<file path="src/rtl/bcd_conv_arbiter.sv">
// Round-robin arbiter that time-shares one BCD conversion engine between N_REQ requesters.
// Optional RUN-cycle watchdog with an ABORT state is enabled by defining BCD_ARB_TIMEOUT_EN.
module bcd_conv_arbiter #(
  parameter int N_REQ   = 4,
  parameter int ID_W    = 2,
  parameter int W       = 16,
  parameter int TIMEOUT = 63
) (
  input  logic               clk,
  input  logic               rst,
  input  logic [N_REQ-1:0]   req,
  input  logic [N_REQ*W-1:0] req_data,
  output logic [N_REQ-1:0]   ack,
  output logic [W-1:0]       res_data,
  output logic [ID_W-1:0]    grant_id,
  output logic               busy,
  output logic               err,
  output logic               eng_ce,
  output logic [W-1:0]       eng_in,
  input  logic               eng_done,
  input  logic [W-1:0]       eng_out
);

  localparam logic [1:0] ST_IDLE  = 2'd0;
  localparam logic [1:0] ST_RUN   = 2'd1;
  localparam logic [1:0] ST_DONE  = 2'd2;
`ifdef BCD_ARB_TIMEOUT_EN
  localparam logic [1:0] ST_ABORT = 2'd3;
  localparam int         CNT_W    = $clog2(TIMEOUT + 1);
  localparam logic [CNT_W-1:0] RUN_LIMIT = CNT_W'(TIMEOUT - 1);

  logic [CNT_W-1:0] r_run_cnt;
`endif

  logic [1:0]      r_state;
  logic [ID_W-1:0] r_ptr;
  logic [ID_W-1:0] r_grant_id;
  logic [W-1:0]    r_eng_in;
  logic [W-1:0]    r_res_data;

  logic            w_win_found;
  logic [ID_W-1:0] w_win_id;
  logic [W-1:0]    w_win_data;
  logic [ID_W-1:0] w_ptr_next;
  logic            w_ack_phase;

  // Search starts at r_ptr and wraps; iterating downward lets the lowest
  // offset from the pointer overwrite any later candidate.
  always_comb begin
    // NOTE: every always_comb output gets a default first so no path leaves it unassigned (latch).
    w_win_found = 1'b0;
    w_win_id    = '0;
    for (int i = N_REQ - 1; i >= 0; i--) begin
      if (req[(int'(r_ptr) + i) % N_REQ]) begin
        w_win_found = 1'b1;
        w_win_id    = ID_W'((int'(r_ptr) + i) % N_REQ);
      end
    end
  end

  always_comb begin
    w_win_data = '0;
    for (int i = 0; i < N_REQ; i++) begin
      if (ID_W'(i) == w_win_id) begin
        w_win_data = req_data[i*W +: W];
      end
    end
  end

  assign w_ptr_next = (r_grant_id == ID_W'(N_REQ - 1)) ? '0 : r_grant_id + 1'b1;

`ifdef BCD_ARB_TIMEOUT_EN
  assign w_ack_phase = (r_state == ST_DONE) || (r_state == ST_ABORT);
  assign err         = (r_state == ST_ABORT);
`else
  assign w_ack_phase = (r_state == ST_DONE);
  assign err         = 1'b0;
`endif

  always_comb begin
    ack = '0;
    for (int i = 0; i < N_REQ; i++) begin
      ack[i] = w_ack_phase && (ID_W'(i) == r_grant_id);
    end
  end

  assign busy     = (r_state != ST_IDLE);
  assign eng_ce   = (r_state == ST_RUN);
  assign eng_in   = r_eng_in;
  assign res_data = r_res_data;
  assign grant_id = r_grant_id;

  always_ff @(posedge clk) begin
    // NOTE: state registers use non-blocking assignments so every flop samples pre-edge values.
    if (rst) begin
      r_state    <= ST_IDLE;
      r_ptr      <= '0;
      r_grant_id <= '0;
      r_eng_in   <= '0;
      r_res_data <= '0;
`ifdef BCD_ARB_TIMEOUT_EN
      r_run_cnt  <= '0;
`endif
    end else begin
      case (r_state)
        ST_IDLE: begin
          if (w_win_found) begin
            r_grant_id <= w_win_id;
            r_eng_in   <= w_win_data;
            r_state    <= ST_RUN;
`ifdef BCD_ARB_TIMEOUT_EN
            r_run_cnt  <= '0;
`endif
          end
        end
        ST_RUN: begin
          // A completion strobe in the limit cycle still counts as success.
          if (eng_done) begin
            r_res_data <= eng_out;
            r_state    <= ST_DONE;
          end
`ifdef BCD_ARB_TIMEOUT_EN
          else if (r_run_cnt == RUN_LIMIT) begin
            r_res_data <= '1;
            r_state    <= ST_ABORT;
          end else begin
            r_run_cnt <= r_run_cnt + 1'b1;
          end
`endif
        end
        ST_DONE: begin
          r_ptr   <= w_ptr_next;
          r_state <= ST_IDLE;
        end
`ifdef BCD_ARB_TIMEOUT_EN
        ST_ABORT: begin
          r_ptr   <= w_ptr_next;
          r_state <= ST_IDLE;
        end
`endif
        default: r_state <= ST_IDLE;
      endcase
    end
  end

endmodule

</file>
<file path="config.mk">
export PLATFORM = sky130hd
export DESIGN_NAME = bcd_conv_arbiter
export DESIGN_NICKNAME = d
export VERILOG_FILES = /design/src/rtl/bcd_conv_arbiter.sv
export SDC_FILE = /design/constraint.sdc
export NUM_CORES = 1
export LEC_CHECK = 0
export CAP_MARGIN = 30
export CORE_MARGIN = 4
export CORE_UTILIZATION = 36
export DETAILED_ROUTE_END_ITERATION = 10
export PLACE_DENSITY = 0.8
export SLEW_MARGIN = 5
export SYNTH_ARGS = -nofsm -noshare
export SYNTH_HDL_FRONTEND = slang
export SYNTH_SLANG_ARGS = --single-unit
</file>
<file path="constraint.sdc">
create_clock -name clk -period 2.14 [get_ports clk]
set_input_delay 0.214 -clock clk [delete_from_list [all_inputs] [get_ports clk]]
set_output_delay 0.214 -clock clk [all_outputs]
set_load 0.005 [all_outputs]
</file>
# ---- Word level (Yosys, flattened, before mapping)
# Cells that the tools add are included.
dict set report word_totals {
  inputBits 87
  register_bits 38
  latch_bits 0
  romBits 0
  mem_bits_rw 0
  output_inout_bits 41
  memories 0
  wordCells 68
}
dict set report classes {
  multipliers 0
  n_eq_ne 11
  bitwise 3
  magnitude_cmp 4
  n_shift 0
  addsub 4
  mux 27
  n_reduce_logical 14
  div 0
}
# op n
set ops {}
lappend ops {{16-bit 2-to-1 mux} 4}
lappend ops {{2-bit 2-to-1 mux} 7}
lappend ops {{3-bit by 4-bit less-than comparator with 1-bit output (second input constant)} 3}
lappend ops {{1-bit 2-to-1 mux} 11}
lappend ops {{1-bit binary-select mux with 2-bit select} 4}
lappend ops {{2-bit equality test (first input constant)} 4}
lappend ops {{2-bit logical NOT} 3}
lappend ops {{2-bit AND reduction} 3}
lappend ops {{2-bit OR reduction} 3}
lappend ops {{2-bit by 1-bit adder with 2-bit output (second input constant)} 2}
lappend ops {{2-bit adder (second input constant)} 2}
lappend ops {{1-bit by 2-bit equality test with 1-bit output (first input constant)} 2}
lappend ops {{2-bit equality test (second input constant)} 2}
lappend ops {{1-bit logical AND} 4}
lappend ops {{2-bit one-hot mux with 2 select lines} 1}
lappend ops {{1-bit AND (first input constant)} 3}
lappend ops {{2-bit by 3-bit less-than comparator with 1-bit output (second input constant)} 1}
lappend ops {{2-bit by 1-bit equality test with 1-bit output (second input constant)} 1}
lappend ops {{2-bit by 1-bit inequality test with 1-bit output (second input constant)} 1}
lappend ops {{2-bit inequality test (second input constant)} 1}
lappend ops {{2-bit nonzero test} 1}

# ---- Logic depth before layout (Yosys ltp)
# Gate-level depths: netlist of run 1.
dict set report logic_depth {
  word_depth 15
  depth_mapped 7
  ltp_nobuf 5
}

# ---- Least setup slack after synthesis of run 1
# OpenSTA, ideal clock, no wires.
dict set report synth_timing {
  path_kind {flip-flop to flip-flop}
  startpoint {register r_ptr[1]}
  endpoint {register r_eng_in[10], in the netlist eng_in[10]}
  synth_period_minus_slack_ps 1483
  t_arrival_ps 1355
  t_required_ps 2012
  path_stages_with_launch 7
  setup_slack_ps 657
  n_path_buf 1
  setup_time_ps 128
  cell_sequence {dfxtp_1 > a21oi_1 > o21ai_1 > a21oi_4 > buf_4 > mux2i_1 > o221ai_2}
}
dict set report synth_between {
  elab_chain_len 13
  elab_cells_between_ends 31
  cone_classes {3 x add/sub; 3 x eq/ne; 23 x mux; 2 x reduce/logical}
}
# element line
set synth_lines {}
lappend synth_lines {{start, declared} 36} ;# logic [ID_W-1:0] r_ptr;
lappend synth_lines {{start signal, assigned} 132} ;# r_ptr <= w_ptr_next;
lappend synth_lines {{2-bit adder} {54, 56}}
lappend synth_lines {{1-bit binary-select mux with 2-bit select} 54} ;# if (req[(int'(r_ptr) + i) % N_REQ]) begin
lappend synth_lines {{1-bit 2-to-1 mux (not written as such) (2 in a row)} 54}
lappend synth_lines {{2-bit 2-to-1 mux (4 in a row)} 54}
lappend synth_lines {{2-bit logical NOT} 64} ;# if (ID_W'(i) == w_win_id) begin
lappend synth_lines {{16-bit 2-to-1 mux (4 in a row)} 64}
lappend synth_lines {{end signal, assigned} 109} ;# r_eng_in <= w_win_data;
lappend synth_lines {{end, declared} 38} ;# logic [W-1:0] r_eng_in;
# Parallel ways exist; a longest one is shown, timed or not. The select of a mux whose other input is x is not followed.
# A chain may end at the register's enable or synchronous reset.

# ---- Worst setup path in the final report of run 1
dict set report layout_timing {
  startpoint {register r_state[1]}
  endpoint {output port ack[3]}
}
dict set report layout_between {
  elab_chain_len 2
}
# element line
set layout_lines {}
lappend layout_lines {{start, declared} 35} ;# logic [1:0] r_state;
lappend layout_lines {{start signal, assigned} 96} ;# r_state <= ST_IDLE;
lappend layout_lines {{start signal, assigned} 110} ;# r_state <= ST_RUN;
lappend layout_lines {{start signal, assigned} 120} ;# r_state <= ST_DONE;
lappend layout_lines {{2-bit equality test} 76} ;# assign w_ack_phase = (r_state == ST_DONE);
lappend layout_lines {{1-bit logical AND} 83} ;# ack[i] = w_ack_phase && (ID_W'(i) == r_grant_id);
lappend layout_lines {{end, declared} 13} ;# output logic [N_REQ-1:0] ack,
# No other way between the ends.

==> results.cfg, run 1 <==
[die]
ioPinCount = 128
initial_core_util = 0.380
std_cell_rows = 26
core_area_um2 = 5200
floorplan.die.height_um = 82.1
dieWidth_um = 82.1
die_area_um2 = 6740

[worst_setup_path]
critPathRequiredTime_ps = 1930
critPathMaxFanout = 7
startpoint_type = flip-flop
critical-path-max-stage-delay_ps = 510
critical_path.cell_chain = nor2b_1, and2_1, clkdlybuf4s50_1
worst-r2r-setup-slack_ps = 530
arrival_time_of_the_worst_setup_path_ps = 1700
timing.critical_path.to_type = primary output
critical_path_class = flip-flop to primary output
crit_slowest_cell = sky130_fd_sc_hd__clkdlybuf4s50_1

[sta]
tcrit_tclk_final = 0.895
setup_viol = 0
post-route-worst-setup-slack_ps = 224
worst_relative_slew_slack = 0.634
finalHoldWorstSlack_ps = 455
final.min_clock_period_ps = 1920
pin_slew_with_the_least_headroom_to_its_limit_ps = 548
hold_violations = 0
slew_viol_final = 0
fmax_mhz = 522
timing.setup.tns_ps = 0
rsz0062_at_grt = no
final.setup_skew_ps = 7.27

[finish]
antenna_cells = 0
area_growth_syn_to_fin_pct = 74.7
multiInputGateArea_um2 = 1090
fillers = 420
final_layout_size_suffix_gt1_frac = 0.0914
sequential_cell_area_um2 = 761
final_net_count = 429
finish.utilization = 0.663

[logic_synthesis]
post-synth-top-area-cell = sky130_fd_sc_hd__dfxtp_1
synth_area_per_cell_um2 = 9.32
yosysUniqueCellTypes = 25
syn_warnings = 0
synth.net_count = 303
synth_sequential_area_ratio = 0.385
post_synth_instance_area_um2 = 1980
ys_ff_latch = 38
yosys-top-cells-area = sky130_fd_sc_hd__dfxtp_1 39%, sky130_fd_sc_hd__mux2i_1 18%, sky130_fd_sc_hd__nand2_1 9.5%
post_synth_inst_count = 212
synth_largest_type_area_fraction = 0.385

[clock_network]
clock_tree.buffer_depth = 2
cts_hold_buf = 0
clock_root_cell = sky130_fd_sc_hd__clkbuf_8
cts-buffers-inserted = 5
cts.reportedPaths.clkPinSlew_ps = 80
clock_tree_from_tritoncts = yes
worst_skew_pair_latency_ps = 300
cts_max_level = 2
cts.sinks = 38
postCtsSetupRepairBufs = 0
cts_resized = 0

[power_and_ir_drop]
pwr_cell_area_nw_per_um2 = 608
p_seq_frac = 0.382
power_leakage_nw = 1.26
power_frac_comb = 0.268
cell_internal_pwr_w = 0.00159
relative_contribution_of_the_clock_network_to_total_power = 0.349
power.share.switching = 0.240
post-layout-total-power_w = 0.00210
power.ir.vdd_worst_mv = 0.493
switching_power_w = 0.000504

[route]
vias = 1947
drt_first_pass_iters = 4
drt_first_iter_violations = 51
detail_route.drc_violations = 0
drt-total-wl_um = 6030
routedWlPerCell_um = 14.7
detail_route.vias_per_cell = 4.76
ant_nets = 0

[placement]
buffer_ports.inserted = 126
gpl.final_weighted_congestion = 0.755
placement.setup.worst_slack_ps = 142
hpwlAfterDp_um = 4860

[grt]
global_route_congestion_overflow_total = 0
track_usage = 0.171
grt_max_degree = 20
gr-usage-met2 = 0.309
grt.met3_usage = 0.0669
first_global_vias = 1921
grt_antenna_before_repair = 0
grt_util_met1 = 0.177
grt_pass1_wl_um = 8780
grt.busiest_layer = met2

[outcome]
status = finished, final reports clean

[run]
maxCapViolations = 0

[worst_hold_path]
min_path_type = flip-flop to flip-flop
-- layout make-up --
class / instances / share of cell area
repair buffers: 133 / 0.392
multi-input cells: 153 / 0.315
flip-flops and latches: 38 / 0.220
well taps: 70 / 0.0254
clock buffers: 5 / 0.0199
clock inverters: 3 / 0.0199
inverters: 7 / 0.00761
-- metal layers --
| layer | up-vias | part of all wire |
|---|---|---|
| li1 | 991 | - |
| met1 | 862 | 0.38 |
| met2 | 84 | 0.49 |
| met3 | 10 | 0.12 |
| met4 | 0 | 0.018 |
| met5 | - | 0 |
-- kinds of logic after synthesis --
logic type      synth area share
compound gates             0.190
other cells              0.00190
buf+inv                   0.0646
mux                        0.177
simple gates               0.156
flops                      0.385
fa+ha+maj                 0.0253
-- cells in the mapped netlist --
cell / instances
sky130_fd_sc_hd__dfxtp_1: 38
sky130_fd_sc_hd__and2b_1: 1
sky130_fd_sc_hd__a31o_4: 1
sky130_fd_sc_hd__nand2_1: 50
sky130_fd_sc_hd__or2_4: 1
sky130_fd_sc_hd__clkbuf_1: 4
sky130_fd_sc_hd__and2_1: 5
sky130_fd_sc_hd__a221o_1: 1
sky130_fd_sc_hd__ha_1: 4
sky130_fd_sc_hd__nor2_1: 8
sky130_fd_sc_hd__mux2i_1: 35
sky130_fd_sc_hd__nand2b_1: 3
sky130_fd_sc_hd__buf_6: 5
sky130_fd_sc_hd__o221ai_2: 11
sky130_fd_sc_hd__nor2_4: 1
sky130_fd_sc_hd__a21oi_4: 1
sky130_fd_sc_hd__nor2b_1: 2
sky130_fd_sc_hd__a21oi_1: 20
sky130_fd_sc_hd__buf_2: 3
sky130_fd_sc_hd__a21oi_2: 1
sky130_fd_sc_hd__conb_1: 1
sky130_fd_sc_hd__o221ai_1: 6
sky130_fd_sc_hd__buf_4: 2
sky130_fd_sc_hd__inv_1: 7
sky130_fd_sc_hd__o21ai_1: 1
-- state kept, by name, summed over array words and instances (netlist names) --
signal,flops
eng_in,16
res_data,16
grant_id,2
r_ptr,2
r_state,2
-- power groups by stage --
stage	Combinational [W]	Clock, W	Sequential (W)
floorplan	0.000231	0	0.000819
CTS	0.000573	0.000749	0.000803
global placement	0.000559	0	0.000817
detailed placement	0.000571	0	0.000819
global route	0.000608	0.000770	0.000810
finish	0.000563	0.000732	0.000802
-- critical path: cells and delay by family, from the launching register on --
kind / cells / cell delay, ps
simple gates: 2 / 550
buf+inv: 1 / 510
flops: 1 / 340
-- final timing paths --
check / startpoint / endpoint / depth (start not counted)
worst max-delay path: r_state[1] / ack[3] / 3
worst min-delay path: res_data[0] / res_data[0] / 2
worst max register to register: r_ptr[0] / eng_in[1] / 6
worst min register to register: res_data[0] / res_data[0] / 2
-- stage by stage --
stage / std cells / cell area, um^2
6_report: 409 / 3450
5_1_grt: 409 / 3450
4_1_cts: 409 / 3450
3_5_place_dp: 401 / 3310
3_3_place_gp: 401 / 3310
2_1_floorplan: 212 / 1980
-- placed cells by master (no fill, tap or decap), drive strengths merged --
cell             n
nand2b           3
a31o             1
o221ai          17
mux2i           35
clkdlybuf4s50  126
nor2b            2
inv              7
ha               4
buf              7
dfxtp           38
nand2           50
a221o            1
and2b            1
clkinv           1
clkbuf           5
a21oi           22
bufinv           2
nor2             9
conb             1
or2              1
o21ai            1
and2             5
(Power assumes the default switching activity.)
==> run 2, diff against run 1 <==
--- a/config.mk
+++ b/config.mk
@@ -7,9 +7,10 @@
 export LEC_CHECK = 0
 export CAP_MARGIN = 30
 export CORE_MARGIN = 4
-export CORE_UTILIZATION = 36
+export CORE_UTILIZATION = 50
 export DETAILED_ROUTE_END_ITERATION = 10
-export PLACE_DENSITY = 0.8
+export DONT_BUFFER_PORTS = 1
+export PLACE_DENSITY = 0.65
 export SLEW_MARGIN = 5
 export SYNTH_ARGS = -nofsm -noshare
 export SYNTH_HDL_FRONTEND = slang
==> run 2 against run 1 <==
Compared with the run above:
- final cell count down 37%
- die area down 25%
- count of clock-buffer cells in the layout up 1
- combinational power down 54%
- fmax up 4.5%
==> results.cfg, run 2 (same netlist as run 1, synthesis figures left out) <==
[outcome]
status = finished, final reports clean

[worst_setup_path]
critPathRequiredTime_ps = 2320
worst-r2r-setup-slack_ps = 310
startpoint_type = flip-flop
timing.critical_path.to_type = flip-flop
critical_path_class = flip-flop to flip-flop
critPathMaxFanout = 16
arrival_time_of_the_worst_setup_path_ps = 2020

[route]
detail_route.vias_per_cell = 5.79
drt_first_iter_violations = 56
detail_route.drc_violations = 0
ant_nets = 0
drt_first_pass_iters = 4
vias = 1494
routedWlPerCell_um = 18.1
drt-total-wl_um = 4670

[finish]
sequential_cell_area_um2 = 761
most_frequent_standard_cell_in_the_layout_excluding_fill_and_tap_cells = sky130_fd_sc_hd__nand2_1
final_net_count = 300
finish.utilization = 0.554
antenna_cells = 0
most-common-layout-cells = 50 x sky130_fd_sc_hd__nand2_1, 38 x sky130_fd_sc_hd__dfxtp_1, 35 x sky130_fd_sc_hd__mux2i_1
area_growth_syn_to_fin_pct = 5.00
final_layout_size_suffix_gt1_frac = 0.129
multiInputGateArea_um2 = 1090
instances_no_fill = 258
fillers = 356

[die]
initial_core_util = 0.528
dieWidth_um = 70.9
ioPinCount = 128
die_area_um2 = 5020
floorplan.die.height_um = 70.9
core_area_um2 = 3740
std_cell_rows = 22

[clock_network]
worst_skew_pair_latency_ps = 280
clock_tree_from_tritoncts = yes
cts_max_level = 2
cts.sinks = 38
cts_hold_buf = 1
cts_resized = 0
clock_root_cell = sky130_fd_sc_hd__clkbuf_8
cts-buffers-inserted = 5
postCtsSetupRepairBufs = 0
clock_tree.buffer_depth = 2
cts.reportedPaths.clkPinSlew_ps = 70

[sta]
pin_slew_with_the_least_headroom_to_its_limit_ps = 780
final.setup_skew_ps = 1.11
rsz0062_at_grt = no
timing.setup.tns_ps = 0
worst_relative_slew_slack = 0.478
slew_viol_final = 0
hold_violations = 0
post-route-worst-setup-slack_ps = 306
fmax_mhz = 545
final.min_clock_period_ps = 1830
tcrit_tclk_final = 0.857
setup_viol = 0

[power_and_ir_drop]
pwr_cell_area_nw_per_um2 = 757
post-layout-total-power_w = 0.00157
power.ir.vdd_worst_mv = 0.338
power_leakage_nw = 0.740

[placement]
hpwlAfterDp_um = 3650
placement.setup.worst_slack_ps = 213
gpl.final_weighted_congestion = 0.829
post-place-cells = 248
buffer_ports.inserted = 0

[grt]
track_usage = 0.177
first_global_vias = 1506
grt_pass1_wl_um = 7200
grt_max_degree = 33
grt_antenna_before_repair = 0
global_route_congestion_overflow_total = 0

[run]
maxCapViolations = 0

[worst_hold_path]
min_path_type = input port to flip-flop
[run 2: path summary, 6_finish.rpt]
path	to	cells after the start	start
worst min register to register	res_data[7]	2	res_data[7]
worst max-delay path	eng_in[0]	5	r_ptr[0]
worst min-delay path	res_data[14]	2	eng_out[14]
worst max register to register	eng_in[0]	5	r_ptr[0]
[run 2: per-stage QoR]
step / area, um^2 / hold slack [ps]
finish: 2070 / 64.3
global route: 2070 / 55.0
CTS: 2070 / 55.8
detailed placement: 1960 / 289
global placement: 1960 / 286
floorplan: 1980 / 283
[run 2: cell type report]
| type | count | area share |
|---|---|---|
| clock buffers | 6 | 0.0398 |
| well taps | 48 | 0.0290 |
| repair buffers | 4 | 0.0217 |
| multi-input cells | 153 | 0.524 |
| flip-flops and latches | 38 | 0.367 |
| clock inverters | 2 | 0.00603 |
| inverters | 7 | 0.0127 |
[run 2: per-layer routing]
metal  up-vias  track usage  part of all wire
li1        732            -                 -
met3         8       0.0710             0.087
met2        69        0.319              0.54
met5         -            0                 0
met4         0       0.0543             0.013
met1       685        0.189              0.36
[run 2: worst max-delay path: stages, from the launching register on]
cell and delay, ps:
sky130_fd_sc_hd__dfxtp_1 340, sky130_fd_sc_hd__inv_1 80, sky130_fd_sc_hd__a221o_1 350, sky130_fd_sc_hd__a21oi_2 180, sky130_fd_sc_hd__nand2_1 450, sky130_fd_sc_hd__o221ai_1 340
[run 2: power by group]
part / total (W) / switching, W / internal [W] / leakage (nW)
sequential: 0.000820 / 0.0000516 / 0.000768 / 0.312
combinational: 0.000257 / 0.000142 / 0.000115 / 0.382
clock: 0.000495 / 0.000236 / 0.000259 / 0.0472
